<file path="src/rtl/race_link_ctrl.sv">
// Ethernet link sequencer for the racing game: per-frame state snapshots and one-shot events
// share a single transmitter; received words are decoded into the opponent view and link health.
module race_link_ctrl #(
    parameter int START_TIMEOUT       = 64,
    parameter int LINK_TIMEOUT_FRAMES = 30
) (
    input  logic        clk_in,
    input  logic        rst_in,
    input  logic        vsync_in,
    input  logic [10:0] player_x_in,
    input  logic [10:0] player_y_in,
    input  logic [8:0]  direction_in,
    input  logic        evt_valid_in,
    input  logic [3:0]  evt_code_in,
    output logic        evt_ready_out,
    input  logic        tx_busy_in,
    input  logic        tx_done_in,
    output logic        tx_start_out,
    output logic [31:0] tx_payload_out,
    input  logic        rx_valid_in,
    input  logic [31:0] rx_data_in,
    output logic [10:0] opp_x_out,
    output logic [10:0] opp_y_out,
    output logic [8:0]  opp_dir_out,
    output logic        opp_evt_valid_out,
    output logic [3:0]  opp_evt_code_out,
    output logic        link_up_out,
    output logic [7:0]  evt_seq_out
);

    localparam int TW = (START_TIMEOUT > 1) ? $clog2(START_TIMEOUT) : 1;
    localparam int FW = $clog2(LINK_TIMEOUT_FRAMES + 1);
    localparam logic [TW-1:0] TO_LAST      = TW'(START_TIMEOUT - 1);
    localparam logic [FW-1:0] FRAMES_MAX   = FW'(LINK_TIMEOUT_FRAMES);
    localparam logic [FW-1:0] FRAMES_LAST  = FW'(LINK_TIMEOUT_FRAMES - 1);

    typedef enum logic [1:0] {
        IDLE,
        LAUNCH,
        WAIT_BUSY,
        WAIT_DONE
    } tx_state_t;

    tx_state_t      state;
    logic           vsync_q;
    logic           vsync_rise;
    logic [10:0]    snap_x;
    logic [10:0]    snap_y;
    logic [8:0]     snap_dir;
    logic           state_pend;
    logic           state_rearm;
    logic           evt_pend;
    logic [3:0]     evt_code_q;
    logic           serving_evt;
    logic [TW-1:0]  to_cnt;
    logic           evt_accept;
    logic           tx_complete;
    logic           state_load;
    logic           state_in_flight;
    logic           rx_hit;
    logic [7:0]     last_seq;
    logic [FW-1:0]  frame_cnt;

    assign vsync_rise      = vsync_in & ~vsync_q;
    assign evt_accept      = evt_valid_in & evt_ready_out;
    assign tx_complete     = tx_done_in & ((state == WAIT_BUSY) | (state == WAIT_DONE));
    assign state_load      = (state == IDLE) & ~evt_pend & state_pend;
    assign state_in_flight = (state != IDLE) & ~serving_evt;
    assign rx_hit          = rx_valid_in & (rx_data_in != '0);

    // Frame snapshot. A vsync that lands while a state packet is loading or in flight
    // re-arms the flag so the newer snapshot still goes out after the current one.
    always_ff @(posedge clk_in) begin
        if (rst_in) begin
            vsync_q     <= 1'b0;
            snap_x      <= '0;
            snap_y      <= '0;
            snap_dir    <= '0;
            state_pend  <= 1'b0;
            state_rearm <= 1'b0;
        end else begin
            vsync_q <= vsync_in;
            if (vsync_rise) begin
                snap_x   <= player_x_in;
                snap_y   <= player_y_in;
                snap_dir <= direction_in;
            end
            if (vsync_rise)
                state_pend <= 1'b1;
            else if (tx_complete && !serving_evt)
                state_pend <= state_rearm;
            if (tx_complete && !serving_evt)
                state_rearm <= 1'b0;
            else if (vsync_rise && (state_load || state_in_flight))
                state_rearm <= 1'b1;
        end
    end

    // Single-entry event holding register and local sequence number.
    always_ff @(posedge clk_in) begin
        if (rst_in) begin
            evt_pend      <= 1'b0;
            evt_ready_out <= 1'b0;
            evt_code_q    <= '0;
            evt_seq_out   <= '0;
        end else begin
            if (evt_accept) begin
                evt_pend      <= 1'b1;
                evt_ready_out <= 1'b0;
                evt_code_q    <= evt_code_in;
            end else if (tx_complete && serving_evt) begin
                evt_pend      <= 1'b0;
                evt_ready_out <= 1'b1;
                evt_seq_out   <= evt_seq_out + 8'd1;
            end else begin
                evt_ready_out <= ~evt_pend;
            end
        end
    end

    // Transmit sequencer; the payload register is only reloaded from IDLE.
    always_ff @(posedge clk_in) begin
        if (rst_in) begin
            state          <= IDLE;
            tx_start_out   <= 1'b0;
            tx_payload_out <= '0;
            to_cnt         <= '0;
            serving_evt    <= 1'b0;
        end else begin
            tx_start_out <= 1'b0;
            case (state)
                IDLE: begin
                    if (evt_pend) begin
                        tx_payload_out <= {1'b1, evt_code_q, evt_seq_out, 19'd0};
                        serving_evt    <= 1'b1;
                        tx_start_out   <= 1'b1;
                        state          <= LAUNCH;
                    end else if (state_pend) begin
                        tx_payload_out <= {1'b0, snap_x, snap_y, snap_dir};
                        serving_evt    <= 1'b0;
                        tx_start_out   <= 1'b1;
                        state          <= LAUNCH;
                    end
                end
                LAUNCH: begin
                    to_cnt <= '0;
                    state  <= WAIT_BUSY;
                end
                WAIT_BUSY: begin
                    if (tx_done_in) begin
                        state <= IDLE;
                    end else if (tx_busy_in) begin
                        state <= WAIT_DONE;
                    end else if (to_cnt == TO_LAST) begin
                        tx_start_out <= 1'b1;
                        state        <= LAUNCH;
                    end else begin
                        to_cnt <= to_cnt + TW'(1);
                    end
                end
                WAIT_DONE: begin
                    if (tx_done_in)
                        state <= IDLE;
                end
                default: state <= IDLE;
            endcase
        end
    end

    // Receive decode and link watchdog; a valid word beats a same-cycle vsync.
    always_ff @(posedge clk_in) begin
        if (rst_in) begin
            opp_x_out         <= '0;
            opp_y_out         <= '0;
            opp_dir_out       <= '0;
            opp_evt_valid_out <= 1'b0;
            opp_evt_code_out  <= '0;
            last_seq          <= 8'hFF;
            frame_cnt         <= '0;
            link_up_out       <= 1'b0;
        end else begin
            opp_evt_valid_out <= 1'b0;
            if (rx_hit) begin
                if (!rx_data_in[31]) begin
                    opp_x_out   <= rx_data_in[30:20];
                    opp_y_out   <= rx_data_in[19:9];
                    opp_dir_out <= rx_data_in[8:0];
                end else if (rx_data_in[26:19] != last_seq) begin
                    opp_evt_valid_out <= 1'b1;
                    opp_evt_code_out  <= rx_data_in[30:27];
                    last_seq          <= rx_data_in[26:19];
                end
            end
            if (rx_hit) begin
                frame_cnt   <= '0;
                link_up_out <= 1'b1;
            end else if (vsync_rise) begin
                if (frame_cnt != FRAMES_MAX)
                    frame_cnt <= frame_cnt + FW'(1);
                if (frame_cnt >= FRAMES_LAST)
                    link_up_out <= 1'b0;
            end
        end
    end

endmodule

</file>
<file path="config.mk">
export PLATFORM = sky130hd
export DESIGN_NAME = race_link_ctrl
export DESIGN_NICKNAME = d
export VERILOG_FILES = /design/src/rtl/race_link_ctrl.sv
export SDC_FILE = /design/constraint.sdc
export NUM_CORES = 1
export LEC_CHECK = 0
export CORE_UTILIZATION = 50
export CTS_BUF_LIST = sky130_fd_sc_hd__clkbuf_4
export CTS_CLUSTER_SIZE = 16
export DETAILED_ROUTE_END_ITERATION = 7
export GPL_TIMING_DRIVEN = 0
export PLACE_DENSITY = 0.93
export SYNTH_ARGS = -nofsm -noshare
export SYNTH_HDL_FRONTEND = slang
export SYNTH_SLANG_ARGS = --single-unit
</file>
<file path="constraint.sdc">
create_clock -name clk_in -period 2.1 [get_ports clk_in]
set_input_delay 0.315 -clock clk_in [delete_from_list [all_inputs] [get_ports clk_in]]
set_output_delay 0.315 -clock clk_in [all_outputs]
set_load 0.1 [all_outputs]
</file>
==> run summary <==
The post-route netlist has 10.3% of its cells at a drive strength greater than 1. The clock drives 139 sinks. The tightest hold path in the finished design has a slack of 0.317 ns. Family of cells with the greatest summed delay on the critical path: buffers and inverters. In this run the critical register-to-register path is captured at evt_seq_out[6]. Measured against its own limit, the worst slew margin works out to 34.8%.

The H-tree generated during clock tree synthesis spans 4 levels. Among all flip-flop cells after synthesis, the most frequent one is sky130_fd_sc_hd__dfxtp_1. TritonCTS built the clock tree. Relative to the synthesized area, the layout overhead comes to 32.5%. The average via count per standard cell works out to 5.40. The flow ran to the end, and the final reports show no timing, DRC or antenna violations.

The data required time of the worst path came out at 1.78 ns. Across every metal layer, demand over resource in global routing totals 26.4%. The synthesized design spends more area on one cell type than any other, namely sky130_fd_sc_hd__dfxtp_1.

The final-report hold violation count was 0. For the static power due to leakage, the log shows 0.00300 uW. The worst min-delay path startpoint was player_y_in[7].

Summed over all nets, the half-perimeter wirelength after detailed placement is 10.9 mm. At the later pin of the worst-skew pair, clock insertion delay measures 0.53 ns. Cell with the most instances after synthesis: sky130_fd_sc_hd__nand2_1. The number of synthesized register bits is 139. The logs give 10800 um2 for the standard cell core area and 14.8 mm for the final routed wirelength across all metal layers. The startpoint identified for the worst register-to-register timing path is tx_payload_out[31].

At the worst endpoint, the arrival time is 1.72 ns. In the post-synthesis netlist, the biggest area contributors are sky130_fd_sc_hd__dfxtp_1 (50%), sky130_fd_sc_hd__mux2i_1 (11%), sky130_fd_sc_hd__nand2_1 (10%). In the routed design, unresolved DRC markers number 0.

The signal on the critical path passes through clkdlybuf4s15_1. Once the floorplan was initialized, standard cells occupied 51.4% of the core. From left edge to right edge, the die measures 108 um.

The post-route fraction of the period consumed by the critical path was 96.9%; the total grt overflow was 0. The delay of the slowest cell on the worst path was 0.83 ns. The number of cells on the worst hold path is 3, and the count of filler cells inserted in the layout is 880. The die span in y was 108 um; the number of global-route vias before repair was 4965. The post-synth design cell area came out at 5570 um2. The type of the worst min-delay path is primary input to flop. The smallest clock period supported by the final layout is computed as 2.04 ns. For the setup-violating endpoint count in the final report, the log shows 0. After synthesis, the share of flip-flops with an asynchronous set or reset is 0%. The number of cells on the worst reg-to-reg path is 4. The maximum clock skew at final layout is 0.0244 ns, and the power per cell area is 785 nW/um2. The run gives 7270 um2 as the placed cell area. The maximum frequency from static timing analysis was 491 MHz. The die covers 11600 um2. In this run, CTS created clock tree buffers numbering 17.

Number of port buffers: 152. The max-slew violation total from the final report is 0. The logs give 0 ns for the sum of negative setup slack and 284 for the iteration-0 DRC count of the detailed router. No sink is reached through more buffers than the 2 on the longest clock path. The tools report the total power as 5800 uW. For the number of nets still failing antenna checks after routing, the log shows 0. Entering global routing, the biggest net connects 17 pins.

The path with the worst hold slack has its endpoint at snap_y[7]. The share of the Yosys chip area taken by registers is 49.9%. At the end of the flow, the number of nets in the layout was 881.

After clock tree synthesis, the clock-pin slew on the worst setup and hold paths is 0.14 ns. Yosys mapped a number of flops with a built-in enable equal to 0. The repair_antennas step left the layout with diodes totalling 0. IR analysis of the VDD net gives a maximum drop of 0.000703 V. Routability-driven placement finished with a final weighted congestion of 0.855. The cell with the largest stage delay on the worst path was sky130_fd_sc_hd__clkdlybuf4s15_1. The number of antenna violations at the first check in global routing is 0. STA classifies the critical path endpoint as a primary output. After routing the design area is 7380 um2. The slew of the pin with the lowest slew margin is 0.983 ns, and the max-cap violation count is 0. Along the worst path, the maximum fanout reaches 2.

The share of the synthesized area in the top cell type is 49.9%. The type of element launching the critical path is a flop. The average size of a mapped cell was 8.83 um2. The multi-input combinational cells in the finished layout cover a total of 2580 um2.

In this run, post-CTS hold repair placed 0 buffers. The average detailed-routed wire length per instance came out at 15.5 um. The commonest cells after synthesis are sky130_fd_sc_hd__nand2_1 (148), sky130_fd_sc_hd__dfxtp_1 (139), sky130_fd_sc_hd__mux2i_1 (60).

The number of warning messages in the yosys log came out at 0. The total via count in the routed design is 5153, and the total nets after synthesis is 710. Registers take 2790 um2. The critical path buffer and inverter count was 1. Row count: 38. The clock tree root driver cell is sky130_fd_sc_hd__clkbuf_4.

Setup repair after global routing left no endpoint under its margin. The cell count after synthesis was 631; the length of the first detailed-routing pass in iterations was 5. In this run the register-to-register setup slack is 0.19 ns. The netlist uses 42 different library cells. The worst setup path is of the flop to primary output kind. Pin placement for this block handled 153 I/O pins.

The first global-routing pass estimated 23.6 mm of wire.
-- worst reg2reg max path, cell delays in order, from the launching register on --
cell	delay, ns
sky130_fd_sc_hd__dfxtp_1	0.46
sky130_fd_sc_hd__nand3_1	0.26
sky130_fd_sc_hd__nor3b_1	0.55
sky130_fd_sc_hd__and3_1	0.24
sky130_fd_sc_hd__mux2_2	0.32
-- placed cells by master (no fill, tap or decap), types with 4 or more instances in the layout --
cell                              instances
sky130_fd_sc_hd__nand2_1                148
sky130_fd_sc_hd__dfxtp_1                137
sky130_fd_sc_hd__clkdlybuf4s50_1         73
sky130_fd_sc_hd__mux2i_1                 60
sky130_fd_sc_hd__nor2_1                  59
sky130_fd_sc_hd__a21oi_1                 46
sky130_fd_sc_hd__clkbuf_1                30
sky130_fd_sc_hd__clkdlybuf4s15_1         30
sky130_fd_sc_hd__clkbuf_2                26
sky130_fd_sc_hd__a22oi_1                 20
sky130_fd_sc_hd__clkbuf_4                18
sky130_fd_sc_hd__a211oi_1                16
sky130_fd_sc_hd__dlygate4sd2_1           14
sky130_fd_sc_hd__nor4_1                  12
sky130_fd_sc_hd__xor2_1                  10
sky130_fd_sc_hd__clkdlybuf4s15_2          9
sky130_fd_sc_hd__nand3_1                  8
sky130_fd_sc_hd__nand4_1                  6
sky130_fd_sc_hd__nor3_1                   6
sky130_fd_sc_hd__xnor2_1                  6
sky130_fd_sc_hd__o21ai_0                  6
sky130_fd_sc_hd__nor2b_1                  5
sky130_fd_sc_hd__buf_4                    5
sky130_fd_sc_hd__and3_1                   5
sky130_fd_sc_hd__or3_1                    5
sky130_fd_sc_hd__ha_1                     5
sky130_fd_sc_hd__clkinv_4                 5
sky130_fd_sc_hd__buf_2                    4
sky130_fd_sc_hd__inv_6                    4
-- cells by family after synthesis --
kind of cell,Yosys count,share of synthesized area (%)
buf+inv,46,3.66
simple gates,266,20.5
fa+ha+maj,5,1.12
mux,61,11.0
xor+xnor,16,2.52
flops,139,49.9
compound gates,98,11.3
-- sequential cells by signal, summed over array words and instances (netlist names), 5 cells and up --
| name | count |
|---|---|
| opp_y_out | 11 |
| snap_dir | 9 |
| frame_cnt | 5 |
| evt_seq_out | 8 |
| tx_payload_out | 32 |
| opp_dir_out | 9 |
| snap_y | 11 |
| last_seq | 8 |
| to_cnt | 6 |
| snap_x | 11 |
| opp_x_out | 11 |
-- where the power goes --
group / leakage, uW / internal (uW) / switching [uW]
registers: 0.00114 / 2780 / 88.8
clock network: 0.000133 / 506 / 1040
logic: 0.00173 / 378 / 1010
total: 0.00300 / 3660 / 2140
-- cell type report --
class	instances	area share, %
buffer	42	2.56
clock buffer	18	1.83
clock inverter	14	1.54
inverter	4	0.203
multi-input combinational	446	35.0
sequential	139	37.7
tap	140	2.37
timing repair buffer	152	18.8
-- worst max-delay path by stage --
stage | depth (start not counted) | startpoint | slack (ns) | end
after floorplan | 4 | evt_ready_out | 0.15 | evt_seq_out[6]
after global placement | 6 | rx_data_in[15] | -0.21 | opp_dir_out[4]
after detailed placement | 6 | rx_data_in[15] | -0.25 | opp_dir_out[4]
after CTS | 1 | tx_payload_out[15] | 0.002 | tx_payload_out[15]
after global routing | 1 | tx_payload_out[17] | 0.0002 | tx_payload_out[17]
final | 1 | tx_payload_out[24] | 0.06 | tx_payload_out[24]
-- metal layers --
metal | vias up | global-route usage, % | wire length, um
met5 | - | 0 | 0
met4 | 0 | 9.49 | 265
li1 | 2498 | - | -
met3 | 28 | 5.81 | 1090
met1 | 2404 | 31.4 | 6130
met2 | 223 | 46.6 | 7280
-- stage by stage --
step	worst slack [ns]	utilization (%)	std cells
floorplan	0.152	-	631
global placement	-0.212	67.1	923
detailed placement	-0.252	67.1	923
CTS	0.00222	68.8	955
global route	0.000191	68.1	955
finish	0.0641	68.1	955
-- timing repair --
| item | in CTS | in global routing |
|---|---|---|
| setup buffers | 0 | 0 |
| resized for setup | 107 | 72 |
| hold endpoints to repair | 0 | 0 |
| pin swaps | 0 | 0 |
| setup endpoints to repair | 79 | 56 |
Note: power is estimated with default switching activity, not from simulation.
